`config.mk`:
```
export PLATFORM = sky130hd
export DESIGN_NAME = apb_master_flat
export DESIGN_NICKNAME = d
export VERILOG_FILES = /design/src/rtl/apb_pkg.sv /design/src/rtl/apb_master_if.sv /design/src/rtl/apb_timeout_cnt.sv /design/src/rtl/apb_master.sv /design/src/flat_wrapper.sv
export SDC_FILE = /design/constraint.sdc
export NUM_CORES = 1
export LEC_CHECK = 0
export CORE_UTILIZATION = 39
export DETAILED_ROUTE_END_ITERATION = 16
export PLACE_DENSITY = 0.84
export SYNTH_ARGS = -nofsm -noshare
export SYNTH_HDL_FRONTEND = slang
export SYNTH_HIERARCHICAL = 1
export SYNTH_SLANG_ARGS = --single-unit
```
`constraint.sdc`:
```
create_clock -name pclk -period 1.9 [get_ports pclk]
set_clock_uncertainty 0.2 [all_clocks]
set_input_delay 0.38 -clock pclk [delete_from_list [all_inputs] [get_ports pclk]]
set_output_delay 0.38 -clock pclk [all_outputs]
set_load 0.05 [all_outputs]
```
`src/rtl/apb_pkg.sv`:
```
// Shared types and constants for the APB initiator toward the UART APB slave.
package apb_pkg;

  localparam int APB_ADDR_W  = 6;
  localparam int APB_DATA_W  = 32;
  localparam int APB_TIMEOUT = 16;

  typedef enum logic [1:0] {
    IDLE   = 2'd0,
    SETUP  = 2'd1,
    ACCESS = 2'd2,
    RESP   = 2'd3
  } state_t;

  // UART slave register map
  localparam logic [APB_ADDR_W-1:0] CTRL_ADDR = 6'h04;
  localparam logic [APB_ADDR_W-1:0] TXRX_ADDR = 6'h08;

endpackage

```
`src/rtl/apb_master_if.sv`:
```
// Command/response handshake plus APB bus signals seen by the APB initiator.
interface apb_master_if #(
  parameter int ADDR_W = apb_pkg::APB_ADDR_W,
  parameter int DATA_W = apb_pkg::APB_DATA_W
);

  logic              cmd_valid;
  logic              cmd_ready;
  logic              cmd_write;
  logic [ADDR_W-1:0] cmd_addr;
  logic [DATA_W-1:0] cmd_wdata;

  logic              rsp_valid;
  logic              rsp_ready;
  logic [DATA_W-1:0] rsp_rdata;
  logic              rsp_err;
  logic              rsp_timeout;

  logic [ADDR_W-1:0] paddr;
  logic              psel;
  logic              penable;
  logic              pwrite;
  logic [DATA_W-1:0] pwdata;
  logic [DATA_W-1:0] prdata;
  logic              pready;
  logic              pslverr;

  modport master (
    input  cmd_valid, cmd_write, cmd_addr, cmd_wdata, rsp_ready,
           prdata, pready, pslverr,
    output cmd_ready, rsp_valid, rsp_rdata, rsp_err, rsp_timeout,
           paddr, psel, penable, pwrite, pwdata
  );

  modport slave (
    output cmd_valid, cmd_write, cmd_addr, cmd_wdata, rsp_ready,
           prdata, pready, pslverr,
    input  cmd_ready, rsp_valid, rsp_rdata, rsp_err, rsp_timeout,
           paddr, psel, penable, pwrite, pwdata
  );

endinterface

```
`src/rtl/apb_timeout_cnt.sv`:
```
// ACCESS-phase wait counter: expire flags the last allowed wait cycle.
module apb_timeout_cnt #(
  parameter int TIMEOUT = apb_pkg::APB_TIMEOUT
) (
  input  logic clk,
  input  logic rst,
  input  logic clear,
  input  logic load,
  output logic expire
);

  localparam int               CNT_W = (TIMEOUT > 2) ? $clog2(TIMEOUT) : 1;
  localparam logic [CNT_W-1:0] LAST  = CNT_W'(TIMEOUT - 1);

  logic [CNT_W-1:0] count;

  always_ff @(posedge clk) begin
    if (rst || clear) begin
      count <= '0;
    end else if (load && !expire) begin
      count <= count + CNT_W'(1);
    end
  end

  assign expire = (count == LAST);

endmodule

```
`src/rtl/apb_master.sv`:
```
// APB initiator: one outstanding command turned into SETUP/ACCESS transfers.
// Optional ACCESS-phase abort enabled by defining APB_TIMEOUT_EN.
module apb_master
  import apb_pkg::*;
#(
  parameter int ADDR_W = APB_ADDR_W,
  parameter int DATA_W = APB_DATA_W
`ifdef APB_TIMEOUT_EN
  ,
  parameter int TIMEOUT = APB_TIMEOUT
`endif
) (
  input logic          pclk,
  input logic          preset,
  apb_master_if.master bus
);

  state_t state;

  assign bus.cmd_ready = (state == IDLE);

`ifdef APB_TIMEOUT_EN
  logic expire;

  apb_timeout_cnt #(
    .TIMEOUT(TIMEOUT)
  ) u_timeout (
    .clk   (pclk),
    .rst   (preset),
    .clear (state == SETUP),
    .load  ((state == ACCESS) && !bus.pready),
    .expire(expire)
  );
`else
  assign bus.rsp_timeout = 1'b0;
`endif

  // NOTE: all state and bus outputs use <= so every branch sees pre-edge values.
  always_ff @(posedge pclk) begin
    // NOTE: reset is synchronous; it only takes effect on a clock edge.
    if (preset) begin
      state       <= IDLE;
      bus.paddr   <= {ADDR_W{1'b0}};
      bus.psel    <= 1'b0;
      bus.penable <= 1'b0;
      bus.pwrite  <= 1'b0;
      bus.pwdata  <= {DATA_W{1'b0}};
      bus.rsp_valid <= 1'b0;
      bus.rsp_rdata <= {DATA_W{1'b0}};
      bus.rsp_err   <= 1'b0;
`ifdef APB_TIMEOUT_EN
      bus.rsp_timeout <= 1'b0;
`endif
    end else begin
      case (state)
        IDLE: begin
          if (bus.cmd_valid) begin
            state       <= SETUP;
            bus.psel    <= 1'b1;
            bus.penable <= 1'b0;
            bus.paddr   <= bus.cmd_addr;
            bus.pwrite  <= bus.cmd_write;
            bus.pwdata  <= bus.cmd_wdata;
          end
        end

        SETUP: begin
          state       <= ACCESS;
          bus.penable <= 1'b1;
        end

        ACCESS: begin
          // pready takes priority over a timeout landing on the same cycle
          if (bus.pready) begin
            state         <= RESP;
            bus.psel      <= 1'b0;
            bus.penable   <= 1'b0;
            bus.rsp_valid <= 1'b1;
            bus.rsp_rdata <= (!bus.pwrite && !bus.pslverr) ? bus.prdata
                                                            : {DATA_W{1'b0}};
            bus.rsp_err   <= bus.pslverr;
`ifdef APB_TIMEOUT_EN
            bus.rsp_timeout <= 1'b0;
          end else if (expire) begin
            state           <= RESP;
            bus.psel        <= 1'b0;
            bus.penable     <= 1'b0;
            bus.rsp_valid   <= 1'b1;
            bus.rsp_rdata   <= {DATA_W{1'b0}};
            bus.rsp_err     <= 1'b1;
            bus.rsp_timeout <= 1'b1;
`endif
          end
        end

        RESP: begin
          if (bus.rsp_ready) begin
            state         <= IDLE;
            bus.rsp_valid <= 1'b0;
          end
        end

        default: state <= IDLE;
      endcase
    end
  end

endmodule

```
`src/flat_wrapper.sv`:
```
// flat-port wrapper written by rule: the top's interface ports become plain ports
module apb_master_flat import apb_pkg::*;
#(
  parameter int ADDR_W = APB_ADDR_W,
  parameter int DATA_W = APB_DATA_W

)
  (pclk, preset, bus_cmd_valid, bus_cmd_write, bus_cmd_addr, bus_cmd_wdata, bus_rsp_ready, bus_prdata, bus_pready, bus_pslverr, bus_cmd_ready, bus_rsp_valid, bus_rsp_rdata, bus_rsp_err, bus_rsp_timeout, bus_paddr, bus_psel, bus_penable, bus_pwrite, bus_pwdata);
  apb_master_if #(.ADDR_W(ADDR_W), .DATA_W(DATA_W)) bus_i ();
  input logic pclk;
  input logic preset;
  input wire logic [$bits(bus_i.cmd_valid)-1:0] bus_cmd_valid;
  input wire logic [$bits(bus_i.cmd_write)-1:0] bus_cmd_write;
  input wire logic [$bits(bus_i.cmd_addr)-1:0] bus_cmd_addr;
  input wire logic [$bits(bus_i.cmd_wdata)-1:0] bus_cmd_wdata;
  input wire logic [$bits(bus_i.rsp_ready)-1:0] bus_rsp_ready;
  input wire logic [$bits(bus_i.prdata)-1:0] bus_prdata;
  input wire logic [$bits(bus_i.pready)-1:0] bus_pready;
  input wire logic [$bits(bus_i.pslverr)-1:0] bus_pslverr;
  output wire logic [$bits(bus_i.cmd_ready)-1:0] bus_cmd_ready;
  output wire logic [$bits(bus_i.rsp_valid)-1:0] bus_rsp_valid;
  output wire logic [$bits(bus_i.rsp_rdata)-1:0] bus_rsp_rdata;
  output wire logic [$bits(bus_i.rsp_err)-1:0] bus_rsp_err;
  output wire logic [$bits(bus_i.rsp_timeout)-1:0] bus_rsp_timeout;
  output wire logic [$bits(bus_i.paddr)-1:0] bus_paddr;
  output wire logic [$bits(bus_i.psel)-1:0] bus_psel;
  output wire logic [$bits(bus_i.penable)-1:0] bus_penable;
  output wire logic [$bits(bus_i.pwrite)-1:0] bus_pwrite;
  output wire logic [$bits(bus_i.pwdata)-1:0] bus_pwdata;
  assign bus_i.cmd_valid = bus_cmd_valid;
  assign bus_i.cmd_write = bus_cmd_write;
  assign bus_i.cmd_addr = bus_cmd_addr;
  assign bus_i.cmd_wdata = bus_cmd_wdata;
  assign bus_i.rsp_ready = bus_rsp_ready;
  assign bus_i.prdata = bus_prdata;
  assign bus_i.pready = bus_pready;
  assign bus_i.pslverr = bus_pslverr;
  assign bus_cmd_ready = bus_i.cmd_ready;
  assign bus_rsp_valid = bus_i.rsp_valid;
  assign bus_rsp_rdata = bus_i.rsp_rdata;
  assign bus_rsp_err = bus_i.rsp_err;
  assign bus_rsp_timeout = bus_i.rsp_timeout;
  assign bus_paddr = bus_i.paddr;
  assign bus_psel = bus_i.psel;
  assign bus_penable = bus_i.penable;
  assign bus_pwrite = bus_i.pwrite;
  assign bus_pwdata = bus_i.pwdata;
  apb_master #(.ADDR_W(ADDR_W), .DATA_W(DATA_W)) u_core (.pclk(pclk), .preset(preset), .bus(bus_i));
endmodule
```
# --- Word-level counts from Yosys, hierarchy flattened ---
# Cells that the tools add are included.
totals:
  reg_bits: 77
  input_bits: 77
  output_inout_bits: 77
  wordCells: 41
op_classes:
  eq_ne: 6
  mux: 13
  n_reduce_logical: 13
ops:
  columns: ["operator", "n"]
  rows:
  - ["2-to-1 mux 32 bit", 1]
  - ["AND reduction 3 bit", 4]
  - ["case mux 2 bit (4 select lines)", 1]
  - ["2-to-1 mux 2 bit", 3]
  - ["inequality test 2 bit (second input constant)", 3]
  - ["2-to-1 mux 1 bit", 5]
  - ["== test 2 bit (second input constant)", 2]
  - ["case mux 1 bit (2 select lines)", 2]
  - ["AND reduction 2 bit", 2]
  - ["nonzero test 2 bit", 2]
  - ["case mux 1 bit (3 select lines)", 1]
  - ["nonzero test 3 bit", 1]
  - ["== test 2 x 1 -> 1 bit (second input constant)", 1]
  - ["logical NOT 1 bit", 2]
  - ["logical NOT 2 bit", 1]
  - ["logical AND 1 bit", 1]

# --- Depth between registers and ports, before layout ---
# Gate-level depths: netlist of the first run.
logic_depth:
  depth_word: 3
  mapped_depth: 7
  depth_no_buf: 5

# --- Least setup slack after synthesis of the first run ---
# No wires, ideal clock.
synth_path:
  kind: "flip-flop to flip-flop"
  start: "reg u_core.state[0]"
  end: "reg u_core.state[0]"
  arrival_time_ps: 1533
  required_time_ps: 1640
  slack_ps: 107
  path_stages_with_launch: 6
  n_path_buf: 0
  path_cell_list: "dfxtp_1 inv_1 ha_1 o21bai_1 or4_1 nand2_1"
synth_between:
  elab_chain_len: 3
synth_rtl:
  columns: ["element", "line_no", "rtl"]
  rows:
  - ["from (decl)", "apb_master.sv:18", "state_t state;"]
  - ["from (signal assigned)", "apb_master.sv:42", "state <= IDLE;"]
  - ["from (signal assigned)", "apb_master.sv:58", "state <= SETUP;"]
  - ["from (signal assigned)", "apb_master.sv:68", "state <= ACCESS;"]
  - ["logical NOT 2 bit *", null, null]
  - ["via bus_cmd_ready", "flat_wrapper.sv:20", "output wire logic [$bits(bus_i.cmd_ready)-1:0] bus_cmd_ready;"]
  - ["inequality test 2 bit (no source line)", null, null]
  - ["AND reduction 3 bit (no source line)", null, null]
# The timed path passes the listed nets; every way through them passes the cells marked *.
# A chain may end at the register's enable or synchronous reset.

# --- Worst setup path after layout of the first run ---
layout_path:
  start: "reg u_core.state[1]"
  end: "reg u_core.bus.penable"
layout_between:
  elab_chain_len: 3
layout_rtl:
  columns: ["element", "line_no", "rtl"]
  rows:
  - ["== test 2 bit, or another cell as far along", "apb_master.sv:55", "case (state)"]
  - ["inequality test 2 bit (no source line) / nonzero test 3 bit (equally long branches)", null, null]
  - ["AND reduction 3 bit (no source line)", null, null]
  - ["to (signal assigned)", "apb_master.sv:60", "bus.penable <= 1'b0;"]
  - ["to (signal assigned)", "apb_master.sv:69", "bus.penable <= 1'b1;"]
  - ["to (signal assigned)", "apb_master.sv:77", "bus.penable <= 1'b0;"]
  - ["to (decl)", "apb_master_if.sv:32", "paddr, psel, penable, pwrite, pwdata"]
# Parallel ways exist; a longest one is shown, timed or not.

==> flow_summary.yaml, run 1 <==
cts:
  worstSkewPairLatency_ns: 0.34
  cts_sinks: 77
  htree_num_levels: 3
  ctsRootBufferMaster: "clkbuf_8"
  cts_max_path_buffers: 2
  cts_setup_buffers: 0
  ctsResizeCount: 1
  tritoncts: "done"
  numCtsBuffers: 9
  clkTransAtPathRegs_ns: 0.08
  hold_buffers: 0
cells_and_area:
  postLayoutCellArea_um2: 4531
  nets: 554
  areaGrowthSynthToFinish_pct: 57.85
  drive_gt1_share_pct: 24.00
  antenna_cells: 0
logic_synthesis:
  synth_top_cell_area_share_pct: 53.71
  yosysTopAreaCell: "dfxtp_1"
  synth_most_common_cell: "nand2_1"
  yosysSeqAreaShare_pct: 53.71
  synthCells: 323
  ys_types: 30
  syn_nets: 407
  async_flop_share_pct: 0
  avgSynthCellArea_um2: 8.886
  synthTopCellsByCount: "nand2_1, dfxtp_1, a21oi_1, nor2_1, a22oi_1"
  syn_area_um2: 2870
  synth_top_flop_cell: "dfxtp_1"
  synth_warnings: 6
  synth_enable_flop_cells: 0
  ys_top_cells_by_area: "dfxtp_1, nand2_1, a21oi_1, a22oi_1, a22oi_2"
  ys_seq_elements: 77
die:
  core_area_um2: 6944
  die_y_um: 87.79
  die_w_um: 87.79
  rows: 30
  die-area_um2: 7707
  ios: 154
  initial_utilization_pct: 41.33
timing:
  max_freq_ghz: 0.5479
  tightest_slew_ns: 0.5026
  fin_hold_ws_ns: 0.2111
  slew_headroom_pct: 66.50
  finalMaxSlewViolations: 0
  hold_violations: 0
  tns_ns: 0
  rsz0062_at_grt: "false"
  final.min_clock_period_ns: 1.825
  fin_crit_sh_pct: 96.06
  setup_violations: 0
drt:
  wl_um: 7882
  firstDrtPassIters: 4
  vias: 2723
  via_per_inst: 4.769
  drcViolationCount: 0
  drtAntennaViolNets: 0
  post_drt_wl_per_cell_um: 13.80
  drt_iter0_markers: 105
placement:
  detailed_place_hpwl_um: 5657
  portBuffers: 152
  gp_congestion: 0.8053
  place_area_um2: 4303
power_and_ir_drop:
  leakagePower_nw: 1.882
  peakVddDrop_mv: 1.114
  fin_total_pwr_w: 0.005645
  p_per_area_nw_per_um2: 1246
setup_path:
  startpoint_type: "register"
  cp-end-kind: "register"
  arrival_ns: 1.83
  critPathMaxFanout: 6
  setup.worst_path.class: "reg2reg"
  cp_data_required_time_ns: 1.90
flow_run:
  drv_cap: 0
global_route:
  antenna_found_initial: 0
  grt_max_degree: 49
  track_usage_pct: 20.35
  overflow: 0
  grt_pass1_wl_um: 12130
  grt_pass1_vias: 2574
status:
  status: "complete, no violations"
hold_path:
  hp-class: "in2reg"
cells by family (layout without fill, tap and decap cells):
| kind of cell | count (synthesis) | after routing | share of synthesized area [%] |
|---|---|---|---|
| compound gates | 83 | 83 | 19.92 |
| fa+ha+maj | 7 | 7 | 3.051 |
| buf+inv | 28 | 180 | 5.274 |
| flops | 77 | 77 | 53.71 |
| mux | 1 | 1 | 0.3487 |
| other cells | 1 | 1 | 0.1307 |
| simple gates | 126 | 126 | 17.57 |
layout make-up:
class	count	area, µm²
clock inverters	6	86.33
inverters	4	15.01
fillers	581	2414
well taps	96	120.1
repair buffers	160	1449
flip-flops and latches	77	1543
clock buffers	10	137.6
multi-input cells	218	1180
layout by cell type (no fill, tap or decap), drive strengths merged, types with 4 or more instances in the layout:
cell type      Yosys  final
clkdlybuf4s50      0     75
a22oi             32     32
nand2             84     84
clkbuf             9     10
ha                 7      7
dfxtp             77     77
inv                4      4
a21oi             42     42
buf               15     85
nor2              33     33
state kept, by name, indices dropped and copies added, names as in the netlist:
| name | flops |
|---|---|
| u_core/bus.paddr | 6 |
| u_core/bus.penable | 1 |
| u_core/bus.psel | 1 |
| u_core/bus.pwdata | 32 |
| u_core/bus.pwrite | 1 |
| u_core/bus.rsp_err | 1 |
| u_core/bus.rsp_rdata | 32 |
| u_core/bus.rsp_valid | 1 |
| u_core/state | 2 |
power breakdown:
part | total, W | internal, W | switching (W)
clock | 0.00137 | 0.000773 | 0.000592
sequential | 0.00198 | 0.00185 | 0.000133
combinational | 0.00230 | 0.000816 | 0.00149
total | 0.00564 | 0.00343 | 0.00221
worst max-delay path, cell delays in order, from the launching register on:
cell and delay, ns:
dfxtp_2 0.38, inv_1 0.10, ha_1 0.22, nor2b_1 0.19, buf_4 0.16, o41ai_1 0.43
stage by stage:
step | setup WS [ns] | std cells | utilization, %
after floorplan | 0.1070 | 323 | -
after global placement | 0.03230 | 555 | 61.96
after detailed placement | -0.05534 | 555 | 61.96
after CTS | 0.02305 | 571 | 65.21
after global routing | 0.04858 | 571 | 65.24
final | 0.07480 | 571 | 65.24
worst paths after layout:
| check | cells after the start | to | slack, ns | start |
|---|---|---|---|---|
| setup reg to reg | 5 | u_core/bus.penable | 0.07 | u_core/state[1] |
| hold reg to reg | 2 | u_core/bus.pwdata[23] | 0.26 | u_core/bus.pwdata[23] |
| setup / recovery | 5 | u_core/bus.penable | 0.07 | u_core/state[1] |
| hold / removal | 3 | u_core/bus.psel | 0.21 | preset |
layer usage:
| layer | track usage [%] | vias up | part of all wire (%) |
|---|---|---|---|
| li1 | - | 1378 | - |
| met1 | 23.70 | 1240 | 41 |
| met2 | 35.24 | 87 | 51 |
| met3 | 3.487 | 18 | 5.0 |
| met4 | 11.62 | 0 | 2.5 |
| met5 | 0 | - | 0 |
(Power assumes the default switching activity.)
==> run 2, diff against run 1 <==
--- a/config.mk
+++ b/config.mk
@@ -6,4 +6,5 @@
 export NUM_CORES = 1
 export LEC_CHECK = 0
+export CORE_MARGIN = 10
 export CORE_UTILIZATION = 39
 export DETAILED_ROUTE_END_ITERATION = 16
==> constraint.sdc (replaced) <==
create_clock -name pclk -period 1.9 [get_ports pclk]
set_clock_uncertainty 0.2 [all_clocks]
set_input_delay 0.19 -clock pclk [delete_from_list [all_inputs] [get_ports pclk]]
set_output_delay 0.19 -clock pclk [all_outputs]
set_load 0.05 [all_outputs]
==> run 2 against run 1 <==
Clock-buffer cell count is 3 higher. Register-to-register slack better by 0.04 ns. Utilization fell by 0.55 points. Combinational power about the same. Hold slack worse by 0.019 ns. Global-route usage down 5.5 points. Non-clock buffer count stayed put. Clock power barely moved. Largest power group unchanged. Cell count is 0.53% higher. Critical path type is now reg2out. Largest cell class is now non-clock buffers. Total power fell by 0.11%. Wire length is 12% higher.
==> flow_summary.yaml, run 2 (synthesis gave the netlist of run 1 again) <==
setup_path:
  setup.worst_path.class: "reg2out"
  cp_data_required_time_ns: 1.51
  cp-end-kind: "output port"
  crit_chain: "clkdlybuf4s50_1"
  max_stage_delay_ns: 0.81
  crit_slowest_cell: "clkdlybuf4s50_1"
  startpoint_type: "register"
  crit_buf_inv: 1
  critPathMaxFanout: 2
  arrival_ns: 1.46
  critical-path-top-delay-family: "buffers and inverters"
die:
  rows: 31
  initial_utilization_pct: 39.78
  die_w_um: 105.8
  die_y_um: 105.8
  die-area_um2: 11190
  core_area_um2: 7214
  ios: 154
global_route:
  overflow: 0
  track_usage_pct: 14.87
  grt_max_degree: 45
  met3_usage_pct: 5.055
  grt_pass1_vias: 2734
  antenna_found_initial: 0
  use_met1_pct: 16.67
  grt-busiest-layer: "met2"
  grtUsageMet2_pct: 25.75
  grt_pass1_wl_um: 13780
cts:
  ctsRootBufferMaster: "clkbuf_8"
  cts_max_path_buffers: 2
  numCtsBuffers: 9
  tritoncts: "done"
  htree_num_levels: 3
  cts_sinks: 77
  cts_setup_buffers: 0
  worstSkewPairLatency_ns: 0.34
  clkTransAtPathRegs_ns: 0.08
drt:
  firstDrtPassIters: 4
  drtAntennaViolNets: 0
  vias: 2765
  wl_um: 8858
  via_per_inst: 4.817
  drt_iter0_markers: 103
  drcViolationCount: 0
  post_drt_wl_per_cell_um: 15.43
cells_and_area:
  reg.largest.list: "u_core/bus.pwdata x32, u_core/bus.rsp_rdata x32, u_core/bus.paddr x6"
  final_cell_mix: "nand2_1, clkdlybuf4s50_1, dfxtp_1"
  areaGrowthSynthToFinish_pct: 62.60
  layout_commonest_cell: "nand2_1"
  antenna_cells: 0
  drive_gt1_share_pct: 16.42
  nets: 554
power_and_ir_drop:
  leakagePower_nw: 2.280
  fin_total_pwr_w: 0.005638
  p_per_area_nw_per_um2: 1208
  peakVddDrop_mv: 1.049
flow_run:
  drv_cap: 0
placement:
  portBuffers: 152
  gp_congestion: 0.8249
  detailed_place_hpwl_um: 6591
timing:
  rsz0062_at_grt: "false"
  fin_crit_sh_pct: 97.46
  final.min_clock_period_ns: 1.852
  setup_violations: 0
  finalMaxSlewViolations: 0
  slew_headroom_pct: 64.24
  tns_ns: 0
  max_freq_ghz: 0.5401
  hold_violations: 0
  tightest_slew_ns: 0.5355
hold_path:
  hp-class: "in2reg"
status:
  status: "complete, no violations"
## run 2: worst register-to-register path: cells and delay by family (launching register included)
kind / cells / cell delay [ns]
buffers and inverters: 1 / 0.10
flip-flops: 1 / 0.38
AND/OR/NAND/NOR: 3 / 0.80
adder cells (fa/ha/maj): 1 / 0.27
## run 2: path summary, 6_finish.rpt
check / depth (start not counted) / slack, ns / startpoint / endpoint
max: 1 / 0.05 / u_core/bus.rsp_rdata[29] / bus_rsp_rdata[29]
max reg2reg: 5 / 0.11 / u_core/state[0] / u_core/state[0]
min: 3 / 0.19 / bus_cmd_wdata[14] / u_core/bus.pwdata[14]
min reg2reg: 2 / 0.25 / u_core/bus.pwdata[15] / u_core/bus.pwdata[15]
## run 2: stage by stage
stage	area [µm²]	utilization, %	worst slack (ns)	hold slack [ns]	std cells
floorplan	2870	-	0.1070	0.1253	323
global placement	4369	60.56	0.1510	0.2426	557
detailed placement	4369	60.56	0.08619	0.2433	557
CTS	4599	63.75	0.001222	0.1755	574
global route	4667	64.69	0.004386	0.1857	574
finish	4667	64.69	0.04833	0.1922	574
## run 2: final cells by class
class,instances,area (µm²)
repair buffers,160,1580
fillers,637,2547
clock buffers,13,158.9
multi-input cells,218,1177
clock inverters,3,67.56
well taps,99,123.9
inverters,4,15.01
flip-flops and latches,77,1544
## run 2: per-layer routing
| layer | share of wire, % | vias up | wire length (µm) |
|---|---|---|---|
| met5 | 0 | - | 0 |
| met2 | 51 | 94 | 4486 |
| li1 | - | 1373 | - |
| met3 | 6.5 | 10 | 576 |
| met4 | 1.2 | 0 | 106 |
| met1 | 42 | 1288 | 3688 |
## run 2: repair_timing
action                                  CTS  global route
endpoints found under the setup margin    5            37
gates resized for setup                   5            28
endpoints found under the hold margin     1             0
pin swaps                                 0             0
gates cloned                              0             0
hold buffers                              1             0
## run 2: power breakdown
| part | internal, W | switching, W | leakage [nW] |
|---|---|---|---|
| combinational | 0.000793 | 0.00147 | 1.54 |
| sequential | 0.00185 | 0.000134 | 0.628 |
| clock | 0.000814 | 0.000576 | 0.110 |
| total | 0.00345 | 0.00218 | 2.28 |
==> run 3, diff against run 2 <==
CTS_CLUSTER_DIAMETER = 40   (was unset)
==> results of run 3 <==
The final DEF is identical to that of run 2; final timing and power are the same.
